==> src/rtl/aes_ctrl_pkg.sv <==
// Shared definitions for the byte-serial AES-128 control path.
//   state_e     : controller FSM states
//   NR, NB      : AES-128 round count and bytes per block
//   ByteIdxW    : width of the byte index counter
//   RoundW      : width of the round counter
package aes_ctrl_pkg;

   localparam int unsigned NR       = 10;
   localparam int unsigned NB       = 16;
   localparam int unsigned ByteIdxW = 4;
   localparam int unsigned RoundW   = 4;

   typedef enum logic [2:0] {
      StIdle,
      StLoad,
      StKey,
      StRound,
      StOut
   } state_e;

endpackage

==> src/rtl/mod_counter.sv <==
// Small up-counter with clear, increment and terminal-count flag.
//   clk, rst : clock and synchronous active-high reset
//   clr      : force count to zero (wins over inc)
//   inc      : advance one step
//   count    : current value
//   at_max   : count equals Max
// At Max, an increment wraps to zero, or holds when Saturate is set.
module mod_counter #(
   parameter int unsigned Width    = 4,
   parameter int unsigned Max      = 15,
   parameter bit          Saturate = 1'b0
) (
   input  logic             clk,
   input  logic             rst,
   input  logic             clr,
   input  logic             inc,
   output logic [Width-1:0] count,
   output logic             at_max
);

   logic [Width-1:0] count_q, count_d;

   assign at_max = (count_q == Width'(Max));
   assign count  = count_q;

   always_comb begin
      count_d = count_q;
      if (clr) begin
         count_d = '0;
      end else if (inc) begin
         if (at_max) begin
            count_d = Saturate ? count_q : '0;
         end else begin
            count_d = count_q + 1'b1;
         end
      end
   end

   always_ff @(posedge clk) begin
      if (rst) begin
         count_q <= '0;
      end else begin
         count_q <= count_d;
      end
   end

endmodule

==> src/rtl/aes_byte_sequencer.sv <==
// Control FSM for the byte-serial AES-128 encryption datapath.
// Carries no data: it steers the plaintext/feedback mux, the state-byte
// write enable, the round-mode strobes and the key expander, and runs the
// input and output byte handshakes.
//   clk, rst             : clock, synchronous active-high reset
//   start                : begin a block (IDLE only)
//   in_valid / in_ready  : plaintext byte handshake (LOAD only)
//   out_valid / out_ready: ciphertext byte handshake (OUT only)
//   mux_sel              : 1 = plaintext byte, 0 = round feedback byte
//   st_we                : state-byte write enable at byte_idx
//   byte_idx, round      : current byte position and round number
//   ark_only, mc_bypass  : round-0 and final-round datapath modes
//   key_load, key_step   : key expander control
//   busy, done           : not-idle flag, final-output-beat pulse
module aes_byte_sequencer
   import aes_ctrl_pkg::*;
(
   input  logic                clk,
   input  logic                rst,
   input  logic                start,
   input  logic                in_valid,
   output logic                in_ready,
   output logic                out_valid,
   input  logic                out_ready,
   output logic                mux_sel,
   output logic                st_we,
   output logic [ByteIdxW-1:0] byte_idx,
   output logic [RoundW-1:0]   round,
   output logic                ark_only,
   output logic                mc_bypass,
   output logic                key_load,
   output logic                key_step,
   output logic                busy,
   output logic                done
);

   state_e state_q, state_d;

   logic byte_clr, byte_inc, byte_last;
   logic round_clr, round_inc, round_last;

   // Byte position within the block, wraps NB-1 -> 0.
   mod_counter #(
      .Width    (ByteIdxW),
      .Max      (NB - 1),
      .Saturate (1'b0)
   ) u_byte_cnt (
      .clk    (clk),
      .rst    (rst),
      .clr    (byte_clr),
      .inc    (byte_inc),
      .count  (byte_idx),
      .at_max (byte_last)
   );

   // Round number; never advanced past NR because KEY is skipped then.
   mod_counter #(
      .Width    (RoundW),
      .Max      (NR),
      .Saturate (1'b1)
   ) u_round_cnt (
      .clk    (clk),
      .rst    (rst),
      .clr    (round_clr),
      .inc    (round_inc),
      .count  (round),
      .at_max (round_last)
   );

   // State register.
   always_ff @(posedge clk) begin
      if (rst) begin
         state_q <= StIdle;
      end else begin
         state_q <= state_d;
      end
   end

   // Next-state logic.
   always_comb begin
      state_d = state_q;
      unique case (state_q)
         StIdle: begin
            if (start) begin
               state_d = StLoad;
            end
         end
         StLoad: begin
            // in_ready is always high here, so in_valid alone is an accept.
            if (in_valid && byte_last) begin
               state_d = StKey;
            end
         end
         StKey: begin
            state_d = StRound;
         end
         StRound: begin
            if (byte_last) begin
               state_d = round_last ? StOut : StKey;
            end
         end
         StOut: begin
            if (out_ready && byte_last) begin
               state_d = StIdle;
            end
         end
         default: begin
            state_d = StIdle;
         end
      endcase
   end

   // Output decode and counter control.
   always_comb begin
      in_ready  = 1'b0;
      out_valid = 1'b0;
      mux_sel   = 1'b0;
      st_we     = 1'b0;
      ark_only  = 1'b0;
      mc_bypass = 1'b0;
      key_load  = 1'b0;
      key_step  = 1'b0;
      done      = 1'b0;
      byte_clr  = 1'b0;
      byte_inc  = 1'b0;
      round_clr = 1'b0;
      round_inc = 1'b0;
      busy      = (state_q != StIdle);
      unique case (state_q)
         StIdle: begin
            // Event strobes are masked during reset so none leak out.
            if (start && !rst) begin
               key_load  = 1'b1;
               byte_clr  = 1'b1;
               round_clr = 1'b1;
            end
         end
         StLoad: begin
            in_ready = 1'b1;
            mux_sel  = 1'b1;
            ark_only = 1'b1;
            st_we    = in_valid;
            byte_inc = in_valid;
         end
         StKey: begin
            key_step  = 1'b1;
            round_inc = 1'b1;
         end
         StRound: begin
            st_we     = 1'b1;
            mc_bypass = round_last;
            byte_inc  = 1'b1;
         end
         StOut: begin
            out_valid = 1'b1;
            byte_inc  = out_ready;
            done      = out_ready && byte_last && !rst;
         end
         default: begin
            busy = 1'b0;
         end
      endcase
   end

endmodule
==> config.mk <==
export PLATFORM = sky130hd
export DESIGN_NAME = aes_byte_sequencer
export DESIGN_NICKNAME = d
export VERILOG_FILES = /design/src/rtl/aes_ctrl_pkg.sv /design/src/rtl/mod_counter.sv /design/src/rtl/aes_byte_sequencer.sv
export SDC_FILE = /design/constraint.sdc
export NUM_CORES = 1
export LEC_CHECK = 0
export BUFFER_PORTS_ARGS = -buffer_cell sky130_fd_sc_hd__buf_2
export CORE_UTILIZATION = 28
export CTS_CLUSTER_DIAMETER = 80
export DETAILED_ROUTE_END_ITERATION = 10
export GPL_TIMING_DRIVEN = 0
export REMOVE_ABC_BUFFERS = 1
export SYNTH_ARGS = -nofsm -noshare
export SYNTH_HDL_FRONTEND = slang
export SYNTH_SLANG_ARGS = --single-unit
==> constraint.sdc <==
create_clock -name clk -period 1.7 [get_ports clk]
set_clock_uncertainty 0.15 [all_clocks]
set_input_delay 0.17 -clock clk [delete_from_list [all_inputs] [get_ports clk]]
set_output_delay 0.17 -clock clk [all_outputs]
set_load 0.02 [all_outputs]
==> results <==
- For this design the top-level I/O count stands at 23.
- The routed design could run at a clock period as short as 1690 ps.
- The detail route stage leaves a number of antenna-violating nets equal to 0.
- The routed wire length on met2 is 727 um.
- Headroom to the max-slew limit came out at 77.4%.
- The worst ir drop on vdd is 0.000353 V.
- The worst setup path is captured at a primary output.
- Across the whole layout, storage elements account for 238 um2.
- Summed over all layers, the global routing overflow is 0.
- The maximum clock rate is slightly below 600 MHz.
- For this block, the via count after detailed routing is 619.
- The half-perimeter wire length after detailed placement is 1.05 mm.
- The count of final max-slew check failures is 0.
- For this design the static power due to leakage is 0.383 nW.
- In this run, synthesis inferred 0 flip-flops with an integrated enable.
- Data arrives at the worst endpoint at about 1400 ps.
- The finished cells cover 896 um2.
- The later pin in the worst-skew pair is clocked with a latency of 270 ps.
- Routability-driven placement finished with a final weighted congestion of 0.711.
- The total power density per cell area is 570 nW/um2.
- The initialized floorplan defines 17 standard-cell rows.
- The required time of the worst setup path is ~1400 ps.
- 0 antenna diodes ended up in the layout.
- The number of max-capacitance violations reported is 0.
- Before CTS, the worst setup slack after placement is 33.7 ps.
- The number of antenna violations at the first check in global routing is 0.
- The largest net degree at the start of global routing is 11.
- The full die area is 2540 um2.
- In this run, CTS created clock tree buffers numbering 3.
- The TritonCTS clock tree is done.
- The flip-flop cell with the highest count after synthesis is dfxtp_1.
- The run finished with clean final reports.
- The final total negative setup slack is 0 ps.
- The area growth from synthesis to layout is 36.4%.
- The number of warning messages in the yosys log is 0.
- In the final layout, the multi-input gates occupy 434 um2.
- Setup repair after global routing could not meet its margin everywhere.
- The post-synthesis area per instance is approximately 8.5 um2.
- The cell area after technology mapping is 657 um2.
- The uppermost metal layer occupied by signal nets is met4.
- The cell count after synthesis came out at 77.
- The first TritonRoute pass finished after 4 iterations.
- The post-route netlist has 45.1% of its cells at a drive strength greater than 1.
- The initial DRC count is 8.
- The count of fill cells added during filler insertion is 241.
- Along the worst path, the maximum fanout reaches 4.
- The number of buffers added on ports is 22.
- The slew of the pin with the lowest slew margin is 331 ps.
- Setup violations remaining at the end of the flow were counted as 0.
- The register clock-pin slew on the reported worst setup and hold paths is 70 ps.
- Measured along the x axis, the die boundary spans 50.4 um.
- The final net count is 111.
- The initial standard-cell utilization of the core is 29.7%.
- The count of final hold-check violations is 0.
- In this run the cell area measured after placement is 753 um2.
- Measured along the y axis, the die boundary spans 50.4 um.
- The floorplan core area is ~2200 um2.
- The min-delay analysis places its worst path in the category input pin to register.
- The clock net in this run drives a total of 11 sinks.
- In the finished design, the share of the clock period the worst path needs comes to 99.6%.
- The total DRC errors in the routed layout is 0.
- The met3 wire length is 84 um.
- The worst setup path category is register to primary output.
- The global-route usage over all layers is 12.2%.
- In this run the clock root is driven by a clkbuf_4.
- The via density per instance is 4.76.
- The number of global-route vias before repair was roughly 530.
- The post-detailed-route wirelength per cell is around 12 um.
- In this run the number of H-tree levels came out at 1.
- The sequential area share after synthesis is between 30% and 40%.
- The count of unique library cells instantiated by Yosys is 33.
- The post-synthesis register bit count is 11.
- The first-pass GRT wire length is 2.32 mm.
- The post-route worst setup slack is 7.31 ps.
- The maximum clock insertion buffer count is 2.
- For this run, asynchronously set or reset flops after synthesis account for 0%.
- The routed design has 1.53 mm of wire.
- STA classifies the critical path startpoint as a register.
- After detailed routing, the wire length on met1 is between 700 and 800 um.
-- synthesized netlist by cell type, types with 2 or more instances --
cell     number  area (um2)
and3_1        2        12.5
or3_1         2        12.5
nor3_1        3        15.0
nand4_1       2        12.5
nor2_1       13        48.8
xor2_1        2        17.5
buf_4         3        22.5
o21ai_0       2        10.0
nand2_1       4        15.0
ha_1          3        37.5
dfxtp_1      11         220
a21oi_1       6        30.0
buf_6         2        22.5
inv_1         2        7.51
xnor2_1       2        17.5
-- worst max-delay path, stage by stage, from the launching register on --
cell,delay [ps]
dfxtp_4,370
ha_4,140
and3_4,200
nand2_4,50
nor3b_2,160
buf_4,160
-- power breakdown --
| part | switching [mW] | internal, mW |
|---|---|---|
| logic | 0.0383 | 0.0263 |
| clock network | 0.0910 | 0.0908 |
| registers | 0.00822 | 0.256 |
-- state kept, by name, indices dropped and copies added, names as in the netlist --
register,flops
state_q,3
u_byte_cnt.count,4
u_round_cnt.count,4
-- cell families after synthesis --
group | share of synthesized area, %
AO/OA/AOI/OAI | 12.0
XOR/XNOR | 5.33
adder cells (fa/ha/maj) | 5.71
buffers and inverters | 8.57
flip-flops | 33.5
multiplexers | 1.52
AND/OR/NAND/NOR | 33.3
-- per-layer routing --
layer	global-route usage (%)	vias up
li1	-	321
met5	0	-
met1	15.2	278
met4	6.94	0
met3	3.33	2
met2	18.9	18
-- path summary, 6_finish.rpt --
kind,to,from,slack [ps],cells past startpoint
max,done,u_byte_cnt.count[1],7,5
min,state_q[0],start,100,3
max reg2reg,u_byte_cnt.count[3],state_q[2],70,5
min reg2reg,u_byte_cnt.count[0],u_byte_cnt.count[0],360,2
-- cell usage in the layout, fill, tap and decap left out, types with 2 or more instances in the layout --
| cell type | Yosys | final |
|---|---|---|
| xor2_1 | 2 | 2 |
| o21ai_0 | 2 | 2 |
| a21oi_1 | 6 | 6 |
| or3_1 | 2 | 2 |
| nand2_1 | 4 | 3 |
| nor3b_4 | 1 | 2 |
| dfxtp_1 | 11 | 5 |
| dfxtp_2 | 0 | 2 |
| nor3_1 | 3 | 3 |
| xnor2_1 | 2 | 2 |
| nand4_1 | 2 | 2 |
| buf_2 | 0 | 20 |
| nor2_1 | 13 | 12 |
| ha_1 | 3 | 2 |
| buf_4 | 3 | 6 |
| dfxtp_4 | 0 | 4 |
| clkbuf_4 | 0 | 3 |
-- metrics by stage --
| step | hold slack [ps] | std cells | util, % | power [mW] |
|---|---|---|---|---|
| floorplan | 98.7 | 71 | - | 0.309 |
| global placement | 285 | 121 | 34.0 | 0.331 |
| detailed placement | 279 | 121 | 34.0 | 0.332 |
| CTS | 79.6 | 127 | 38.6 | 0.520 |
| global route | 137 | 130 | 40.5 | 0.538 |
| finish | 104 | 130 | 40.5 | 0.511 |
-- timing repair --
action	in CTS	in global routing
endpoints found under the setup margin	4	3
hold buffers	1	0
buffers inserted	1	3
pin swaps	4	1
endpoints found under the hold margin	3	0
gates resized for setup	17	6
-- cell type report --
type / instances / area share (%)
Multi-Input combinational cell: 58 / 48.5
Sequential cell: 11 / 26.5
Timing Repair Buffer: 27 / 17.3
Tap cell: 28 / 3.91
Clock buffer: 4 / 2.93
Inverter: 2 / 0.838
Power figures use the tool's default switching activity.
